### config.mk
export PLATFORM = sky130hd
export DESIGN_NAME = fm_discriminator
export DESIGN_NICKNAME = d
export VERILOG_FILES = /design/src/rtl/fm_pkg.sv /design/src/rtl/axis_skid_buffer.sv /design/src/rtl/fm_discriminator.sv
export SDC_FILE = /design/constraint.sdc
export NUM_CORES = 1
export LEC_CHECK = 0
export ABC_AREA = 0
export CAP_MARGIN = 20
export CORE_UTILIZATION = 50
export DETAILED_ROUTE_END_ITERATION = 10
export GPL_TIMING_DRIVEN = 0
export PLACE_DENSITY = 0.74
export SLEW_MARGIN = 20
export SYNTH_ARGS = -nofsm -noshare
export SYNTH_HDL_FRONTEND = slang
export SYNTH_HIERARCHICAL = 1
export SYNTH_SLANG_ARGS = --single-unit
### constraint.sdc
create_clock -name s00_axis_aclk -period 7 [get_ports s00_axis_aclk]
set_clock_uncertainty 0.15 [all_clocks]
set_input_delay 1.75 -clock s00_axis_aclk [delete_from_list [all_inputs] [get_ports s00_axis_aclk]]
set_output_delay 1.75 -clock s00_axis_aclk [all_outputs]
set_load 0.03 [all_outputs]
### src/rtl/fm_pkg.sv
// Shared types, tdata field offsets and the saturation helper for the FM discriminator.
package fm_pkg;

  typedef enum logic [1:0] {
    ST_PRIME = 2'd0,
    ST_ACCUM = 2'd1,
    ST_EMIT  = 2'd2
  } fm_state_e;

  localparam int PHASE_MSB = 31;
  localparam int PHASE_LSB = 16;
  localparam int MAG_MSB   = 15;
  localparam int MAG_LSB   = 0;

  // Clamp to the signed range of an out_w-bit word; result is sign-extended to 32 bits.
  function automatic logic signed [31:0] sat_to_width(input logic signed [63:0] val,
                                                      input int unsigned out_w);
    logic signed [63:0] hi;
    logic signed [63:0] lo;
    hi = (64'sd1 <<< (out_w - 1)) - 64'sd1;
    lo = -(64'sd1 <<< (out_w - 1));
    if (val > hi) begin
      return hi[31:0];
    end else if (val < lo) begin
      return lo[31:0];
    end
    return val[31:0];
  endfunction

endpackage

### src/rtl/axis_skid_buffer.sv
// Two-entry skid buffer with registered outputs; push and pop may coincide.
module axis_skid_buffer #(
  parameter int WIDTH = 17
) (
  input  logic             clk,
  input  logic             rst_n,
  input  logic             in_valid,
  output logic             in_ready,
  input  logic [WIDTH-1:0] in_data,
  output logic             out_valid,
  input  logic             out_ready,
  output logic [WIDTH-1:0] out_data
);

  logic [1:0]       occ_q, occ_d;
  logic [WIDTH-1:0] head_q, head_d;
  logic [WIDTH-1:0] tail_q, tail_d;
  logic             push, pop;

  assign in_ready  = (occ_q != 2'd2);
  assign out_valid = (occ_q != 2'd0);
  assign out_data  = head_q;
  assign push      = in_valid && in_ready;
  assign pop       = out_valid && out_ready;

  always_comb begin
    occ_d  = occ_q;
    head_d = head_q;
    tail_d = tail_q;
    unique case ({push, pop})
      2'b10: begin
        if (occ_q == 2'd0) head_d = in_data;
        else               tail_d = in_data;
        occ_d = occ_q + 2'd1;
      end
      2'b01: begin
        if (occ_q == 2'd2) head_d = tail_q;
        occ_d = occ_q - 2'd1;
      end
      2'b11: begin
        // Occupancy holds; the incoming word lands behind whatever remains.
        if (occ_q == 2'd1) begin
          head_d = in_data;
        end else begin
          head_d = tail_q;
          tail_d = in_data;
        end
      end
      default: ;
    endcase
  end

  always_ff @(posedge clk or negedge rst_n) begin
    if (!rst_n) begin
      occ_q  <= 2'd0;
      head_q <= '0;
      tail_q <= '0;
    end else begin
      occ_q  <= occ_d;
      head_q <= head_d;
      tail_q <= tail_d;
    end
  end

endmodule

### src/rtl/fm_discriminator.sv
// Polar-to-frequency discriminator: wrapped phase differences are squelched,
// summed over DECIM beats (or up to tlast), scaled, saturated and streamed out.
module fm_discriminator
  import fm_pkg::*;
#(
  parameter int          ANGLE_W    = 16,
  parameter int          OUT_W      = 16,
  parameter int          DECIM      = 4,
  parameter int          SHIFT      = 1,
  parameter logic [15:0] MAG_THRESH = 16'h0000
) (
  input  logic        s00_axis_aclk,
  input  logic        s00_axis_aresetn,
  input  logic        s00_axis_tvalid,
  output logic        s00_axis_tready,
  input  logic [31:0] s00_axis_tdata,
  input  logic        s00_axis_tlast,
  input  logic [3:0]  s00_axis_tstrb,
  output logic        m00_axis_tvalid,
  input  logic        m00_axis_tready,
  output logic [31:0] m00_axis_tdata,
  output logic        m00_axis_tlast,
  output logic [3:0]  m00_axis_tstrb
);

  localparam int ACC_W = ANGLE_W + $clog2(DECIM) + 1;
  localparam int CNT_W = $clog2(DECIM + 1);

  fm_state_e                 state_q, state_d;
  logic signed [ACC_W-1:0]   acc_q, acc_d;
  logic [CNT_W-1:0]          cnt_q, cnt_d;
  logic [ANGLE_W-1:0]        prev_q, prev_d;
  logic                      last_q, last_d;
  logic                      rdy_en_q, rdy_en_d;

  logic [ANGLE_W-1:0]        phase_in;
  logic [15:0]               mag_in;
  logic [16:0]               mag_diff;
  logic                      squelch;
  logic signed [ANGLE_W-1:0] delta;
  logic signed [ACC_W-1:0]   delta_ext;
  logic [CNT_W-1:0]          cnt_inc;
  logic                      beat_fire, close_grp;
  logic signed [ACC_W-1:0]   acc_shr;
  logic signed [31:0]        sat_word;
  logic                      buf_push, buf_in_ready, buf_out_valid;
  logic [OUT_W:0]            buf_din, buf_dout;
  logic                      unused_bits;

  assign phase_in  = s00_axis_tdata[PHASE_MSB -: ANGLE_W];
  assign mag_in    = s00_axis_tdata[MAG_MSB:MAG_LSB];
  assign mag_diff  = {1'b0, mag_in} - {1'b0, MAG_THRESH};
  assign squelch   = mag_diff[16];
  assign delta     = squelch ? '0 : (phase_in - prev_q);
  assign delta_ext = {{(ACC_W - ANGLE_W){delta[ANGLE_W-1]}}, delta};
  assign cnt_inc   = cnt_q + CNT_W'(1);
  assign close_grp = s00_axis_tlast || (cnt_inc == CNT_W'(DECIM));

  // rdy_en_q keeps tready low until the first edge after reset release.
  assign s00_axis_tready = rdy_en_q && (state_q != ST_EMIT) && buf_in_ready;
  assign beat_fire       = s00_axis_tvalid && s00_axis_tready;
  assign rdy_en_d        = 1'b1;

  always_ff @(posedge s00_axis_aclk or negedge s00_axis_aresetn) begin
    if (!s00_axis_aresetn) state_q <= ST_PRIME;
    else                   state_q <= state_d;
  end

  always_comb begin
    state_d = state_q;
    unique case (state_q)
      ST_PRIME, ST_ACCUM: begin
        if (beat_fire) state_d = close_grp ? ST_EMIT : ST_ACCUM;
      end
      ST_EMIT: state_d = last_q ? ST_PRIME : ST_ACCUM;
      default: state_d = ST_PRIME;
    endcase
  end

  assign acc_shr  = acc_q >>> SHIFT;
  assign sat_word = sat_to_width({{(64 - ACC_W){acc_shr[ACC_W-1]}}, acc_shr}, OUT_W);

  always_comb begin
    buf_push = (state_q == ST_EMIT);
    buf_din  = {last_q, sat_word[OUT_W-1:0]};
  end

  always_comb begin
    acc_d  = acc_q;
    cnt_d  = cnt_q;
    prev_d = prev_q;
    last_d = last_q;
    if (state_q == ST_EMIT) begin
      acc_d = '0;
      cnt_d = '0;
    end else if (beat_fire) begin
      prev_d = phase_in;
      cnt_d  = cnt_inc;
      last_d = s00_axis_tlast;
      acc_d  = (state_q == ST_PRIME) ? '0 : (acc_q + delta_ext);
    end
  end

  always_ff @(posedge s00_axis_aclk or negedge s00_axis_aresetn) begin
    if (!s00_axis_aresetn) begin
      acc_q    <= '0;
      cnt_q    <= '0;
      prev_q   <= '0;
      last_q   <= 1'b0;
      rdy_en_q <= 1'b0;
    end else begin
      acc_q    <= acc_d;
      cnt_q    <= cnt_d;
      prev_q   <= prev_d;
      last_q   <= last_d;
      rdy_en_q <= rdy_en_d;
    end
  end

  axis_skid_buffer #(
    .WIDTH(OUT_W + 1)
  ) u_skid (
    .clk      (s00_axis_aclk),
    .rst_n    (s00_axis_aresetn),
    .in_valid (buf_push),
    .in_ready (buf_in_ready),
    .in_data  (buf_din),
    .out_valid(buf_out_valid),
    .out_ready(m00_axis_tready),
    .out_data (buf_dout)
  );

  assign m00_axis_tvalid = buf_out_valid;
  assign m00_axis_tlast  = buf_dout[OUT_W];
  assign m00_axis_tdata  = {{(32 - OUT_W){buf_dout[OUT_W-1]}}, buf_dout[OUT_W-1:0]};
  assign m00_axis_tstrb  = 4'hF;

  assign unused_bits = ^{s00_axis_tstrb, s00_axis_tdata, sat_word};

endmodule

==> impl_metrics.py <==
metrics = {
    "clock_network": {
        "postCtsSetupBuffers": 0,
        "ctsHoldBuffers": 0,
        "cts_htree_levels": 3,
        "post_cts_resized": 0,
        "clk_path_buf_depth": 2,
        "cts_tree": "yes",
        "worstSkewPairLatency_ns": 0.35,
        "cts_made_buffers": 9,
        "clk_pin_slew_ns": 0.08,
        "cts-root-buf": "clkbuf_8",
        "cts_sinks": 78,
    },
    "power_and_ir_drop": {
        "p_switching_w": 0.00161,
        "p_seq_frac": 0.228,
        "power_w": 0.00347,
        "clkPwrFrac": 0.101,
        "powerDensity_mw_per_mm2": 529,
        "swShare": 0.464,
        "p_comb_frac": 0.671,
        "leakagePower_nw": 2.96,
        "ir_worst_vdd_v": 0.000316,
        "p_int_w": 0.00186,
    },
    "floorplan": {
        "pin_count": 80,
        "die_y_um": 108,
        "fp-row-count": 38,
        "start_util": 0.513,
        "die-area_sq_mm": 0.0116,
        "core_area_sq_mm": 0.0109,
        "die_w_um": 108,
    },
    "sta": {
        "slew_violations": 0,
        "hold-worst-slack_ns": 0.346,
        "finalHoldViolations": 0,
        "period_minus_slack_ns": 5.57,
        "period_share": 0.796,
        "fin_setup_tns_ns": 0,
        "setup_viol": 0,
        "rsz0062_at_grt": "false",
        "fmax_mhz": 180,
    },
    "worst_setup_path": {
        "cp.required_ns": 7.13,
        "worstSetupEndpointType": "register",
        "arrival_ns": 5.70,
        "critPathLaunchType": "input pin",
        "worstSetupPathType": "input pin to register",
        "path_max_fanout": 6,
        "slowest_stage": "clkdlybuf4s50_1",
        "slowest_delay_ns": 0.45,
        "crit_top_cell": "nor2_1",
        "path_cells": "clkdlybuf4s50_1, ha_1, and2b_1, o31a_2, o211a_1, nor2_1, o21bai_1, a21oi_1, xnor2_1, ha_1, a211oi_1, nor2_1, nor2_1, a211o_1, a41oi_2, xnor2_1, or3_1, o21ai_2",
    },
    "grt": {
        "grt_max_degree": 61,
        "antenna_found_initial": 0,
        "grt_pass1_vias": 4517,
        "grt_pass1_wl_mm": 20.9,
        "globalRouteOverflowTotal": 0,
        "grt_use_total": 0.225,
    },
    "cells_and_area": {
        "final_cell_mix": "dfrtp_1, nand2_1, nor2_1",
        "syn2layout_area_growth_pct": 17.4,
        "finalInstanceArea_sq_mm": 0.00656,
        "antennaDiodeCount": 0,
        "final_common_cell": "dfrtp_1",
        "drive_gt1_frac": 0.118,
        "nets": 795,
        "post-route-util": 0.603,
    },
    "synth": {
        "netlist_area_sq_mm": 0.00559,
        "synthFlopType": "dfrtp_1",
        "synth.distinct_cells": 64,
        "synth-edff-count": 0,
        "synthCells": 638,
        "synth_seq_cells": 78,
        "syn_avg_cell_area_sq_um": 8.76,
        "yosys_warnings": 6,
        "synthArstFlopShare": 1.00,
        "ys_seq_area_frac": 0.349,
    },
    "placed_design": {
        "hpwl_mm": 9.70,
        "placed_cell_area_sq_mm": 0.00635,
        "portBuffers": 55,
        "place_congestion": 0.880,
    },
    "drt": {
        "first_iter_violations": 184,
        "avgViaCountPerCell": 5.50,
        "routed_wl_mm": 12.1,
        "num_vias": 4694,
        "wl_per_cell_um": 14.2,
        "drc_errors": 0,
        "firstDrtPassIters": 5,
        "antenna_left": 0,
    },
    "worst_hold_path": {
        "hold_class": "register to register",
    },
    "job": {
        "maxCapViolCount": 0,
    },
    "outcome": {
        "outcome": "finished, final reports clean",
    },
}
==> Yosys cell counts, types with 8 or more instances <==
library cell	instances	area share
o211ai_1	18	0.024
inv_1	35	0.024
ha_1	43	0.096
a21o_1	11	0.015
nand2_1	68	0.046
xor2_1	13	0.020
buf_4	21	0.028
buf_2	8	0.0072
nor2_1	64	0.043
a21oi_1	32	0.029
clkbuf_1	21	0.014
xnor2_1	17	0.027
o21ai_0	61	0.055
dfrtp_1	78	0.35
a211oi_1	21	0.028
nand2b_1	8	0.0090
a31oi_1	21	0.024
mux2_4	10	0.027
==> metrics by stage <==
step / setup slack (ns) / std cells
final: 1.43 / 854
after global routing: 1.10 / 854
after CTS: 1.50 / 854
after detailed placement: 1.15 / 838
after global placement: 1.24 / 837
after floorplan: 1.97 / 642
==> path summary, 6_finish.rpt <==
kind	startpoint	endpoint	slack, ns	depth (start not counted)
min reg2reg	state_q[1]$_DFFE_PN0P_	state_q[1]$_DFFE_PN0P_	0.35	1
min in group asynchronous	s00_axis_aresetn	u_skid/out_data[3]$_DFFE_PN0P_	1.12	1
min	state_q[1]$_DFFE_PN0P_	state_q[1]$_DFFE_PN0P_	0.35	1
max	s00_axis_tdata[17]	acc_q[18]$_DFFE_PN0P_	1.43	18
max reg2reg	prev_q[1]$_DFFE_PN0P_	acc_q[18]$_DFFE_PN0P_	2.88	18
max in group asynchronous	s00_axis_aresetn	u_skid/occ_q[1]$_DFFE_PN0P_	5.02	2
==> final cells by class <==
type	count	area [sq um]
tap	140	175
sequential	78	1950
timing repair buffer	56	576
clock inverter	5	57.6
inverter	36	135
buffer	55	334
clock buffer	11	151
fill	940	4320
multi-input combinational	473	3180
==> critical path: cells and delay by family <==
| family | cells | cell delay [ns] |
|---|---|---|
| AOI/OAI and AO/OA | 8 | 1.59 |
| buffers and inverters | 1 | 0.45 |
| xor gates and xnor gates | 2 | 0.32 |
| and+or+nand+nor | 5 | 0.96 |
| adders and majority gates | 2 | 0.63 |
==> state kept, by name, summed over array words and instances, names as in the netlist <==
name / count
u_skid/occ_q: 2
u_skid/out_data: 17
u_skid/tail_q: 17
acc_q: 19
prev_q: 16
cnt_q: 3
state_q: 2
rdy_en_q: 1
last_q: 1
==> power groups by stage <==
stage	Combinational [W]	Sequential (W)	Clock [W]
after floorplan	0.00166	0.000863	0
after global placement	0.00223	0.000787	0
after detailed placement	0.00230	0.000800	0
after CTS	0.00232	0.000790	0.000361
after global routing	0.00257	0.000817	0.000380
final	0.00233	0.000791	0.000352
==> cell families after synthesis <==
| logic type | count (synthesis) | synth area share |
|---|---|---|
| AND/OR/NAND/NOR | 171 | 0.134 |
| flip-flops | 78 | 0.349 |
| multiplexers | 18 | 0.0434 |
| AO/OA/AOI/OAI | 204 | 0.239 |
| XOR/XNOR | 30 | 0.0470 |
| buffers and inverters | 91 | 0.0839 |
| adder cells (fa/ha/maj) | 45 | 0.103 |
| other | 1 | 0.000671 |
==> per-layer routing <==
metal	GRT usage	up-vias	wire length, um
li1	-	2370	-
met1	0.272	2195	5350
met2	0.398	106	6020
met3	0.0327	23	475
met4	0.0959	0	288
met5	0	-	0
(Power assumes the default switching activity.)
